===== src/rtl/gate_bist_pkg.sv =====
// Shared types and reference truth tables for the gate BIST sequencer.
// Truth-table bit i is the expected output when gate_in == i.
package gate_bist_pkg;

    typedef enum logic [1:0] {
        StIdle,
        StDrive,
        StFinish
    } bist_state_e;

    localparam logic [3:0] TT_AND2  = 4'b1000;
    localparam logic [3:0] TT_OR2   = 4'b1110;
    localparam logic [3:0] TT_XOR2  = 4'b0110;
    localparam logic [3:0] TT_NAND2 = 4'b0111;
    localparam logic [3:0] TT_NOR2  = 4'b0001;

endpackage


===== src/rtl/gate_bist_ctrl.sv =====
// BIST sequencer: walks every input vector through a combinational gate, captures its
// truth table and compares it with the expected table latched at start.
module gate_bist_ctrl
    import gate_bist_pkg::*;
#(
    parameter int unsigned N_IN   = 2,
    parameter int unsigned SETTLE = 1
) (
    input  logic                   clk,
    input  logic                   rst_n,
    input  logic                   start,
    input  logic                   abort,
    input  logic [(1<<N_IN)-1:0]   exp_tt,
    output logic [N_IN-1:0]        gate_in,
    input  logic                   gate_out,
    output logic                   busy,
    output logic                   done,
    output logic                   pass,
    output logic [(1<<N_IN)-1:0]   fail_map,
    output logic [(1<<N_IN)-1:0]   captured_tt
);

    localparam int unsigned        NV         = 1 << N_IN;
    localparam logic [N_IN-1:0]    LAST_VEC   = N_IN'(NV - 1);
    localparam logic [3:0]         SETTLE_CNT = 4'(SETTLE);

    bist_state_e     state;
    logic [N_IN-1:0] vec;
    logic [3:0]      wait_cnt;
    logic [NV-1:0]   exp_q;

    always_ff @(posedge clk or negedge rst_n) begin
        if (!rst_n) begin
            state       <= StIdle;
            vec         <= '0;
            wait_cnt    <= '0;
            exp_q       <= '0;
            gate_in     <= '0;
            busy        <= 1'b0;
            done        <= 1'b0;
            pass        <= 1'b0;
            fail_map    <= '0;
            captured_tt <= '0;
        end else begin
            done <= 1'b0;
            // Abort drops the run without a done pulse; captured_tt keeps partial results.
            if (abort && (state != StIdle)) begin
                state    <= StIdle;
                vec      <= '0;
                wait_cnt <= '0;
                gate_in  <= '0;
                busy     <= 1'b0;
                pass     <= 1'b0;
                fail_map <= '0;
            end else begin
                unique case (state)
                    StIdle: begin
                        if (start && !abort) begin
                            state       <= StDrive;
                            exp_q       <= exp_tt;
                            vec         <= '0;
                            gate_in     <= '0;
                            wait_cnt    <= SETTLE_CNT;
                            captured_tt <= '0;
                            fail_map    <= '0;
                            pass        <= 1'b0;
                            busy        <= 1'b1;
                        end
                    end
                    StDrive: begin
                        if (wait_cnt != 4'd0) begin
                            wait_cnt <= wait_cnt - 4'd1;
                        end else begin
                            captured_tt[vec] <= gate_out;
                            if (vec == LAST_VEC) begin
                                state <= StFinish;
                            end else begin
                                vec      <= vec + 1'b1;
                                gate_in  <= vec + 1'b1;
                                wait_cnt <= SETTLE_CNT;
                            end
                        end
                    end
                    StFinish: begin
                        fail_map <= captured_tt ^ exp_q;
                        pass     <= (captured_tt == exp_q);
                        done     <= 1'b1;
                        busy     <= 1'b0;
                        gate_in  <= '0;
                        vec      <= '0;
                        state    <= StIdle;
                    end
                    default: state <= StIdle;
                endcase
            end
        end
    end

endmodule


===== config.mk =====
export PLATFORM = sky130hd
export DESIGN_NAME = gate_bist_ctrl
export DESIGN_NICKNAME = d
export VERILOG_FILES = /design/src/rtl/gate_bist_pkg.sv /design/src/rtl/gate_bist_ctrl.sv
export SDC_FILE = /design/constraint.sdc
export NUM_CORES = 1
export LEC_CHECK = 0
export CORE_ASPECT_RATIO = 1.4
export CORE_UTILIZATION = 54
export DETAILED_ROUTE_END_ITERATION = 7
export PLACE_DENSITY = 0.85
export SETUP_SLACK_MARGIN = 0.02
export SLEW_MARGIN = 25
export SYNTH_ARGS = -nofsm -noshare
export SYNTH_HDL_FRONTEND = slang
export SYNTH_SLANG_ARGS = --single-unit

===== constraint.sdc =====
create_clock -name clk -period 3.4 [get_ports clk]
set_input_delay 0.34 -clock clk [delete_from_list [all_inputs] [get_ports clk]]
set_output_delay 0.34 -clock clk [all_outputs]
set_load 0.1 [all_outputs]

Yosys cells after proc, flatten, opt, wreduce, memory -nomap -nowiden
Index checks and enable logic that the tools add are counted.

word-level totals
  flip-flop bits (word level) = 23
  bits in latches = 0
  bits in writable memories = 0
  ROM bits = 0
  input port bits = 9
  output and inout bits = 13
  memories kept = 0

cells by class
  add/sub/neg operators = 2
  multipliers = 0
  div/mod/pow operators = 0
  order comparisons = 2
  equality and inequality tests = 11
  shift-type cells = 0
  mux-type cells = 31
  bitwise logic cells = 2
  reduce and logical (&&, ||, !) cells = 17

operators with widths
  operator             count
  $mux 4               7
  $pmux 4 s2           3
  $mux 2               8
  $ne 3x3->1 const B   4
  $reduce_and 3->1     3
  $reduce_and 4->1     2
  $reduce_bool 4->1    2
  $mux 1               7
  $pmux 2 s3           1
  $reduce_bool 3->1    2
  $bwmux 4             1
  $eq 2x2->1 const B   2
  $eq 4x4->1           1
  $ne 2x2->1 const B   2
  $ne 4x4->1 const B   1
  $pmux 1 s2           2
  $pmux 2 s2           1
  $reduce_bool 2->1    2
  $sub 4x1->4 const B  1
  $xor 4x4->4          1
  $logic_and 1x1->1    3
  $lt 2x3->1 const B   1
  $add 2x1->2 const B  1
  $demux 1 s2          1
  6 further kinds      6

Depth between registers and ports, before layout
Gate-level depths: netlist (run 1).

  word-level depth = 7
  gate-level depth with buffers = 6
  depth with buffers taken out = 6

Worst setup path after synthesis (run 1)
OpenSTA, ideal clock, no wires.

  path type = register to register
  from = reg vec[0]
  to = reg wait_cnt[0]
  library setup time = 79 ps
  data arrival time = 1729 ps
  setup slack = 1592 ps
  cell stages (with the launch flop) = 5
  path buffers = 0
  clock period less this slack = 1808 ps
  cell sequence = dfrtp_1 > ha_1 > nand2_1 > o21bai_1 > mux2i_1

between the ends
  longest elaborated chain between the ends = 3

RTL lines
  element                     line                  RTL
  from (decl)                 gate_bist_ctrl.sv:28  logic [N_IN-1:0] vec;
  from (signal assigned)      gate_bist_ctrl.sv:78  vec <= vec + 1'b1;
  $eq 2x2->1                  gate_bist_ctrl.sv:75  if (vec == LAST_VEC) begin
  $ne 4x4->1 (no line)        -
  $reduce_and 3->1 (no line)  -
  to (signal assigned)        gate_bist_ctrl.sv:72  wait_cnt <= wait_cnt - 4'd1;
  to (decl)                   gate_bist_ctrl.sv:29  logic [3:0] wait_cnt;

No other way between the ends.
A chain may end at the register's enable or synchronous reset.

==> metrics.csv, run 1 <==
stage,metric,value,unit
place,# port buffers,21,
global_route,first-pass GRT wire length,3.71,mm
synthesis,Synth area leader,dfrtp_1,
routing,Residual DRC,0,
critical_path,Crit Path Class,flip-flop to output port,
cts,clock-pin slew on the worst setup and hold paths,0.13,ns
sta,min Tclk post-route,2.26,ns
synthesis,post-synth top area share,50.1,%
final_layout,fraction of layout cells with a size suffix above 1,7.25,%
power,Leak Pwr,0.685,nW
synthesis,Synth Area in Compound Gates,11.3,%
critical_path,Startpoint Class,flip-flop,
synthesis,"Distinct cells, synth",28,
worst_hold_path,min-delay worst type,input port to async pin,
critical_path,CP Depth,1,
cts,clk_lat worst skew,0.31,ns
status,failing checks,hold timing,
sta,Post-Route Setup TNS,0,ns
cts,Num CTS Buffers,3,
cts,Sink Count,23,
cts,H-tree depth,1,
critical_path,CP Buf/Inv Count,1,
final_layout,Area growth syn-to-layout,22.1,%
synthesis,Synth Area in Simple Gates,23.0,%
synthesis,largest family of logic cells by synthesized area,simple AND/OR/NAND/NOR gates,
routing,final WL,2.24,mm
final_layout,Fillers,156,
cts,clock root buffer,clkbuf_4,
sta,Tcrit/Tclk final,66.4,%
synthesis,syn nets,129,
critical_path,"CP delay by family, top",buffers and inverters,
cts,CTS tree,yes,
synthesis,Post-synth top flop,dfrtp_1,
final_layout,Final #Nets,154,
place,placer congestion estimate,0.824,
sta,worst hold slack,-0.0248,ns
cts,Post-CTS Setup Inserts,0,
critical_path,Worst Reg-to-Reg Cells,6,
die,row cnt,19,
sta,worst slew pin tran,0.977,ns
global_route,initial antenna violation count,0,
sta,Final Max Tran Viols,0,
synthesis,post-synthesis instance total,114,
die,die area,0.00232,sq mm
routing,routed vias/inst,5.62,
global_route,vias in the first global route,885,
die,Die Ht,56.6,microns
power,Peak supply drop,312,uV
synthesis,"FFs w/ async S/R, synth",100,%
synthesis,mux contribution to synthesized area,4.35,%
global_route,largest net degree at the start of global routing,24,
critical_path,crit-path max FO,5,
die,Starting Density,58.3,%
place,DPL Wire Length,1.76,mm
die,Die W,41,microns
synthesis,sequential-to-total area share from yosys stat,50.1,%
synthesis,Post-synth EDFFs,0,
power,Power Density,475,mW/mm^2
global_route,gr ovfl total,0,
global_route,Total GRT Usage,22.5,%
cts,Clock Path Buffers,2,
critical_path,Critical Path End Type,output port,
routing,DRT Pass-1 Iters,6,
synthesis,Post-Synth Adder-Cell Area,6.53,%
synthesis,most frequent cell after synthesis,nand2_1,
synthesis,"top cells by count, synth","26 x nand2_1, 23 x dfrtp_1, 6 x a22o_1, 6 x ha_1",
status,status,"finished, violations left",
routing,Post-DRT Antenna Nets,0,
critical_path,Slowest Stage Delay on Critical Path,1.16,ns
routing,total number of vias,893,
sta,Relative slew margins,34.7,%
final_layout,final core occ,71.1,%
synthesis,Synth area leaders,"dfrtp_1 50%, nand2_1 8.5%, ha_1 6.5%, a22o_1 4.6%, mux2i_1 4.4%",
sta,final hold vios,23,
critical_path,CP max stage cell,clkdlybuf4s50_1,
sta,RSZ-0062 raised after global routing,false,
critical_path,CP Data Arrival Time,1.92,ns
synthesis,xor/xnor share of the synthesized area,3.05,%
routing,1st-iter DRT viols,7,
final_layout,# diodes,0,
synthesis,"flops & latches, synth",23,
sta,final setup violation count,0,
routing,routed len/inst,14.1,microns
synthesis,Post-Syn Area,0.00115,sq mm
cts,Resized Gates After CTS,0,
die,I/O pins,22,
die,core region area,0.00197,sq mm
critical_path,WP data required,3.06,ns
cts,Post-CTS Hold Fix Bufs,0,
sta,Clock Skew,0.00911,ns
flow_run,max cap viols,0,
synthesis,Synth Area per Inst,10.1,sq um
sta,fmax,443,MHz
synthesis,Synthesis Warnings,0,
critical_path,crit-path cells,clkdlybuf4s50_1,
worst paths after layout:
check,startpoint,endpoint,slack [ns]
worst max-delay path,vec[0],gate_in[0],1.14
worst min-delay path,rst_n,pass,-0.02
worst max register to register,wait_cnt[0],wait_cnt[0],1.57
worst min register to register,busy,busy,0.49
max in group asynchronous,rst_n,captured_tt[0],3.08
min in group clk,busy,busy,0.49
power by group:
group,switching (W),internal [W]
sequential,0.0000287,0.000300
clock,0.0000827,0.0000439
combinational,0.000140,0.0000717
total,0.000251,0.000416
routing by layer:
| layer | global-route usage, % | share of wire [%] | wire (microns) | vias to the layer above |
|---|---|---|---|---|
| met1 | 26.2 | 42 | 932 | 429 |
| met3 | 2.77 | 3.5 | 78 | 4 |
| met4 | 4.29 | 0.80 | 18 | 0 |
| met5 | 0 | 0 | 0 | - |
| li1 | - | - | - | 440 |
| met2 | 40.6 | 54 | 1210 | 20 |
registers in the layout, summed over array words and instances, names as in the netlist:
register     cells
captured_tt      4
exp_q            4
fail_map         4
wait_cnt         4
state            2
vec              2
busy             1
done             1
pass             1
layout by cell type (no fill, tap or decap), drive strengths merged, types with 2 or more instances in the layout:
cell | netlist | layout
a21o | 2 | 2
a22o | 6 | 6
clkbuf | 0 | 3
clkdlybuf4s50 | 0 | 20
dfrtp | 23 | 23
ha | 6 | 6
inv | 4 | 4
mux2i | 5 | 5
nand2 | 26 | 26
nand2b | 2 | 2
nand3 | 2 | 2
nand4 | 2 | 2
nor2 | 5 | 5
nor2b | 3 | 3
nor3 | 5 | 5
nor3b | 2 | 2
o21ai | 7 | 7
or3b | 2 | 2
xor2 | 4 | 4
stage by stage:
stage | instances | power [W] | hold slack, ns | instance area (sq um) | setup WS [ns]
floorplan | 114 | 0.000486 | 0.0444 | 1150 | 1.59
global placement | 155 | 0.000543 | 0.462 | 1380 | 1.51
detailed placement | 155 | 0.000547 | 0.466 | 1380 | 1.49
CTS | 159 | 0.000669 | 0.497 | 1410 | 1.14
global route | 159 | 0.000701 | 0.0163 | 1400 | 1.09
finish | 159 | 0.000667 | -0.0248 | 1400 | 1.14
layout make-up:
cell class / count / area [sq um] / area share, %
clock buffer: 3 / 22.5 / 1.60
clock inverter: 1 / 5.00 / 0.357
inverter: 4 / 15.0 / 1.07
multi-input combinational: 86 / 554 / 39.5
sequential: 23 / 576 / 41.0
tap: 21 / 26.3 / 1.87
timing repair buffer: 21 / 205 / 14.6
cell families (layout without fill, tap and decap cells):
family,after synthesis,count (layout)
buffers and inverters,5,29
AO/OA/AOI/OAI,18,18
XOR/XNOR,4,4
AND/OR/NAND/NOR,53,53
multiplexers,5,5
flip-flops,23,23
adder cells (fa/ha/maj),6,6
Note: power is estimated with default switching activity, not from simulation.
==> inputs of run 2 (changes only) <==
Settings changed: CORE_UTILIZATION 54 to 50, PLACE_DENSITY 0.85 to 0.79.
Clock period 3.4 ns to 2.16 ns, I/O delays scaled along.
==> metrics.csv, run 2 (synthesis gave the netlist of run 1 again) <==
stage,metric,value,unit,change
critical_path,Worst Reg-to-Reg Cells,6,,unchanged
routing,final WL,2.27,mm,+1.3%
critical_path,Startpoint Class,flip-flop,,
cts,Resized Gates After CTS,0,,unchanged
final_layout,Fillers,180,,+15%
global_route,Total GRT Usage,20.1,%,-2.4 points
final_layout,"commonest non-fill, non-tap cell in the layout",nand2_1,,
power,switching power,0.000381,W,+51%
status,status,completed,,
global_route,first-pass GRT wire length,3.79,mm,+2.2%
cts,Sink Count,23,,unchanged
critical_path,CP Launch Point,wait_cnt[0],,
die,Starting Density,52.8,%,-5.5 points
sta,Post-Route Setup TNS,0,ns,unchanged
routing,routed vias/inst,5.66,,+0.71%
sta,final setup violation count,0,,unchanged
cts,clock root buffer,clkbuf_4,,
die,core region area,0.00218,sq mm,+10%
sta,worst slew pin tran,0.436,ns,-0.540 ns
cts,Num CTS Buffers,3,,unchanged
power,Peak supply drop,415,uV,+33%
final_layout,Area growth syn-to-layout,21.7,%,
critical_path,r2r startpoint,wait_cnt[0],,
place,Post-Place Worst Slack,0.379,ns,-1.11 ns
place,placed instance area,0.00137,sq mm,-0.63%
critical_path,Critical R2R Capture,wait_cnt[0],,
power,Reg power frac,50.1,%,+0.8 points
place,placer congestion estimate,0.863,,+4.8%
routing,Residual DRC,0,,unchanged
critical_path,Worst R2R Setup Slack,0.40,ns,-1.17 ns
critical_path,WP data required,2.39,ns,-0.67 ns
power,Sw Ratio,36.7,%,-0.95 points
die,die area,0.00250,sq mm,+7.7%
power,Logic pwr share,32.0,%,+0.3 points
sta,final hold vios,0,,-100%
final_layout,final core occ,64.3,%,-6.9 points
routing,total number of vias,922,,+3.2%
sta,RSZ-0062 raised after global routing,false,,
power,Clk pwr share,17.9,%,-1.1 points
global_route,initial antenna violation count,0,,unchanged
cts,Clock Path Buffers,2,,unchanged
critical_path,Critical Path End Type,flip-flop,,
global_route,vias in the first global route,898,,+1.5%
cts,clk_lat worst skew,0.30,ns,about the same
power,Leak Pwr,0.723,nW,+5.5%
cts,Post-CTS Hold Fix Bufs,0,,unchanged
critical_path,crit-path max FO,4,,-1
routing,Post-DRT Antenna Nets,0,,unchanged
die,Die W,42.5,microns,+3.7%
critical_path,Worst setup endpoint,wait_cnt[0],,
place,DPL Wire Length,1.80,mm,+2.5%
place,# port buffers,21,,unchanged
sta,Relative slew margins,70.8,%,+36 points
final_layout,# diodes,0,,unchanged
worst_hold_path,min-delay worst type,input port to async pin,,
cts,H-tree depth,1,,unchanged
cts,CTS tree,yes,,
routing,DRT Pass-1 Iters,4,,-2
flow_run,max cap viols,0,,unchanged
die,row cnt,20,,+1
critical_path,Crit Path Class,flip-flop to flip-flop,,
final_layout,design area,0.00140,sq mm,-0.36%
power,Power Density,741,mW/mm^2,+56%
power,Pint,0.000656,W,+58%
sta,Tcrit/Tclk final,81.5,%,
sta,Final Max Tran Viols,0,,unchanged
sta,min Tclk post-route,1.76,ns,
cts,Post-CTS Setup Inserts,0,,unchanged
routing,routed len/inst,13.9,microns,-1.1%
cts,clock-pin slew on the worst setup and hold paths,0.12,ns,about the same
final_layout,fraction of layout cells with a size suffix above 1,17.0,%,+9.8 points
sta,final setup margin,0.400,ns,-0.743 ns
sta,Clock Skew,0.00488,ns,-0.00423 ns
sta,fmax,568,MHz,
die,I/O pins,22,,unchanged
routing,1st-iter DRT viols,17,,+10
die,Die Ht,58.7,microns,+3.8%
critical_path,CP Data Arrival Time,1.99,ns,+0.07 ns
global_route,largest net degree at the start of global routing,24,,unchanged
global_route,gr ovfl total,0,,unchanged
final_layout,Final #Nets,157,,+1.9%
final_layout,most frequent cells in the layout,"26 x nand2_1, 23 x dfrtp_1, 16 x buf_4, 8 x clkdlybuf4s50_1",,
==> run 2: routing by layer <==
metal	wire, microns	global-route usage [%]	part of all wire, %	vias up
li1	-	-	-	451
met4	42	8.93	1.8	0
met3	145	3.37	6.4	4
met2	1210	37.8	53	39
met1	874	21.7	38	428
met5	0	0	0	-
==> run 2: worst min-delay path by stage <==
stage	from	to	cells after the start
final	rst_n	vec[1]	2
after detailed placement	busy	busy	2
after floorplan	rst_n	busy	0
after CTS	rst_n	captured_tt[2]	2
after global placement	busy	busy	2
after global routing	rst_n	fail_map[1]	2
==> run 2: cell type report <==
cell class	instances	area [sq um]	share of cell area (%)
sequential	23	576	41.1
multi-input combinational	86	554	39.6
clock buffer	4	26.3	1.88
timing repair buffer	24	200	14.3
inverter	4	15.0	1.07
tap	22	27.5	1.97
==> run 2: power by group through the flow <==
stage / Combinational, W / Sequential (W) / Clock [W]
6_report: 0.000331 / 0.000519 / 0.000185
5_1_grt: 0.000361 / 0.000523 / 0.000206
4_1_cts: 0.000334 / 0.000519 / 0.000190
3_5_place_dp: 0.000332 / 0.000528 / 0
3_3_place_gp: 0.000328 / 0.000526 / 0
2_1_floorplan: 0.000157 / 0.000609 / 0
==> run 2: stage by stage <==
stage          power [W]  hold slack, ns  std cells
2_1_floorplan   0.000766         -0.0796        114
3_3_place_gp    0.000854           0.466        159
3_5_place_dp    0.000860           0.468        159
4_1_cts          0.00104           0.254        163
5_1_grt          0.00109           0.277        163
6_report         0.00104           0.249        163
==> run 2: critical path, cell delays in order, from the launching register on <==
cell and delay, ns:
dfrtp_1 0.42, inv_1 0.10, ha_1 0.18, nor3b_1 0.40, nand2_1 0.16, o21bai_1 0.23, mux2i_1 0.21
==> inputs of run 3 (changes only) <==
Settings changed: CORE_UTILIZATION 50 to 45, PLACE_DENSITY 0.79 to 0.75.
Clock period 2.16 ns to 1.59 ns, I/O delays scaled along.
==> metrics.csv, run 3 (synthesis gave the netlist of run 1 again) <==
stage,metric,value,unit,change
sta,Post-Route Setup TNS,-0.101,ns,-0.101 ns
routing,1st-iter DRT viols,51,,+34
final_layout,final core occ,72.2,%,+7.9 points
cts,H-tree depth,1,,unchanged
critical_path,CP Data Arrival Time,1.90,ns,-0.09 ns
sta,final setup violation count,3,,+3
final_layout,"commonest non-fill, non-tap cell in the layout",nand2_1,,
die,core region area,0.00242,sq mm,+11%
place,# port buffers,21,,unchanged
critical_path,crit-path max FO,3,,-1
power,Leak Pwr,0.833,nW,+15%
final_layout,Area growth syn-to-layout,51.7,%,
die,Die Ht,61.8,microns,+5.2%
flow_run,max cap viols,0,,unchanged
cts,clock-pin slew on the worst setup and hold paths,0.13,ns,about the same
global_route,largest net degree at the start of global routing,24,,unchanged
die,Starting Density,47.6,%,-5.2 points
critical_path,Startpoint Class,flip-flop,,
sta,Relative slew margins,74.7,%,+3.8 points
sta,Final Max Tran Viols,0,,unchanged
die,row cnt,21,,+5.0%
sta,final hold vios,0,,unchanged
routing,Post-DRT Antenna Nets,0,,unchanged
global_route,initial antenna violation count,0,,unchanged
sta,min Tclk post-route,1.65,ns,-0.107 ns
sta,final setup margin,-0.0631,ns,-0.463 ns
cts,Sink Count,23,,unchanged
cts,Post-CTS Hold Fix Bufs,0,,unchanged
status,failing checks,setup timing,,
global_route,first-pass GRT wire length,4.67,mm,+23%
routing,Residual DRC,0,,unchanged
critical_path,Worst R2R Setup Slack,-0.06,ns,-0.46 ns
sta,fmax,605,MHz,+6.5%
power,Pwr Total,0.00165,W,+59%
critical_path,Critical Path End Type,flip-flop,,
final_layout,# diodes,0,,unchanged
critical_path,Crit Path Class,flip-flop to flip-flop,,
sta,RSZ-0062 raised after global routing,true,,
final_layout,fraction of layout cells with a size suffix above 1,34.4,%,+17 points
routing,final WL,2.94,mm,+29%
status,status,"finished, violations left",,
global_route,vias in the first global route,1063,,+18%
worst_hold_path,min-delay worst type,input port to async pin,,
routing,total number of vias,1010,,+9.5%
routing,routed len/inst,15.4,microns,+10%
global_route,gr ovfl total,0,,unchanged
power,Power Density,944,mW/mm^2,+27%
cts,CTS tree,yes,,
die,I/O pins,22,,unchanged
final_layout,Final #Nets,173,,+10%
place,placed cells,182,,+14%
sta,worst hold slack,0.199,ns,-0.0499 ns
sta,Clock Skew,0.00791,ns,+0.00303 ns
die,Die W,44.7,microns,+5.1%
critical_path,WP data required,1.84,ns,-0.55 ns
place,placer congestion estimate,0.853,,-1.2%
power,Peak supply drop,493,uV,+19%
final_layout,fin cells,191,,+17%
final_layout,most frequent cells in the layout,"26 x nand2_1, 19 x buf_4, 17 x dfrtp_1, 13 x buf_12, 8 x clkdlybuf4s50_1",,
place,DPL Wire Length,2.20,mm,+22%
routing,DRT Pass-1 Iters,4,,unchanged
global_route,Total GRT Usage,24.0,%,+3.9 points
cts,clock root buffer,clkbuf_4,,
routing,routed vias/inst,5.29,,-6.5%
cts,clk_lat worst skew,0.31,ns,about the same
die,die area,0.00276,sq mm,+11%
cts,Num CTS Buffers,3,,unchanged
cts,Clock Path Buffers,2,,unchanged
sta,worst slew pin tran,0.378,ns,-0.0582 ns
sta,Tcrit/Tclk final,104,%,+22 points
run 3: cell count changes in the layout (fill, tap and decap cells not counted), sizes merged:
cell,previous run,this run
buf,16,32
run 3: worst max-delay path, stage by stage, from the launching register on:
cell,delay [ns]
dfrtp_1,0.42
inv_2,0.10
ha_4,0.14
nor3b_1,0.31
nand2_1,0.15
o21bai_1,0.25
mux2i_1,0.21
run 3: path summary, 6_finish.rpt:
check	cells after the start	endpoint	from
worst min register to register	2	exp_q[1]	exp_q[1]
worst min-delay path	2	fail_map[3]	rst_n
max in group asynchronous	2	vec[0]	rst_n
worst max-delay path	6	wait_cnt[0]	wait_cnt[1]
worst max register to register	6	wait_cnt[0]	wait_cnt[1]
min in group clk	3	exp_q[0]	exp_tt[0]
run 3: metal layers:
| layer | share of wire (%) | track usage [%] | vias up |
|---|---|---|---|
| met5 | 0 | 0 | - |
| met4 | 4.2 | 14.3 | 0 |
| met3 | 3.8 | 3.47 | 13 |
| met2 | 55 | 45.4 | 35 |
| met1 | 37 | 24.6 | 483 |
| li1 | - | - | 479 |
run 3: final cells by class:
cell class / count / area, sq um
clock buffer: 4 / 26.3
fill: 187 / 673
inverter: 4 / 15.0
multi-input combinational: 86 / 594
sequential: 23 / 583
tap: 34 / 42.5
timing repair buffer: 40 / 483
run 3: power by group:
group          internal [W]  leakage [nW]  switching, W  total [W]
clock network     0.0000979        0.0150      0.000173   0.000270
registers          0.000645         0.297     0.0000711   0.000716
logic              0.000293         0.521      0.000366   0.000659
total               0.00104         0.833      0.000610    0.00165
run 3: timing repair:
item,4_1_cts,5_1_grt
hold endpoints to repair,0,0
pin swaps,2,1
setup endpoints to repair,7,9
resized for setup,4,7
buffers inserted,2,3
run 3: metrics by stage:
step | worst slack, ns | area, sq um
floorplan | -0.0132 | 1150
global placement | 0.00217 | 1640
detailed placement | -0.0652 | 1640
CTS | 0.0170 | 1700
global route | -0.141 | 1740
finish | -0.0631 | 1740
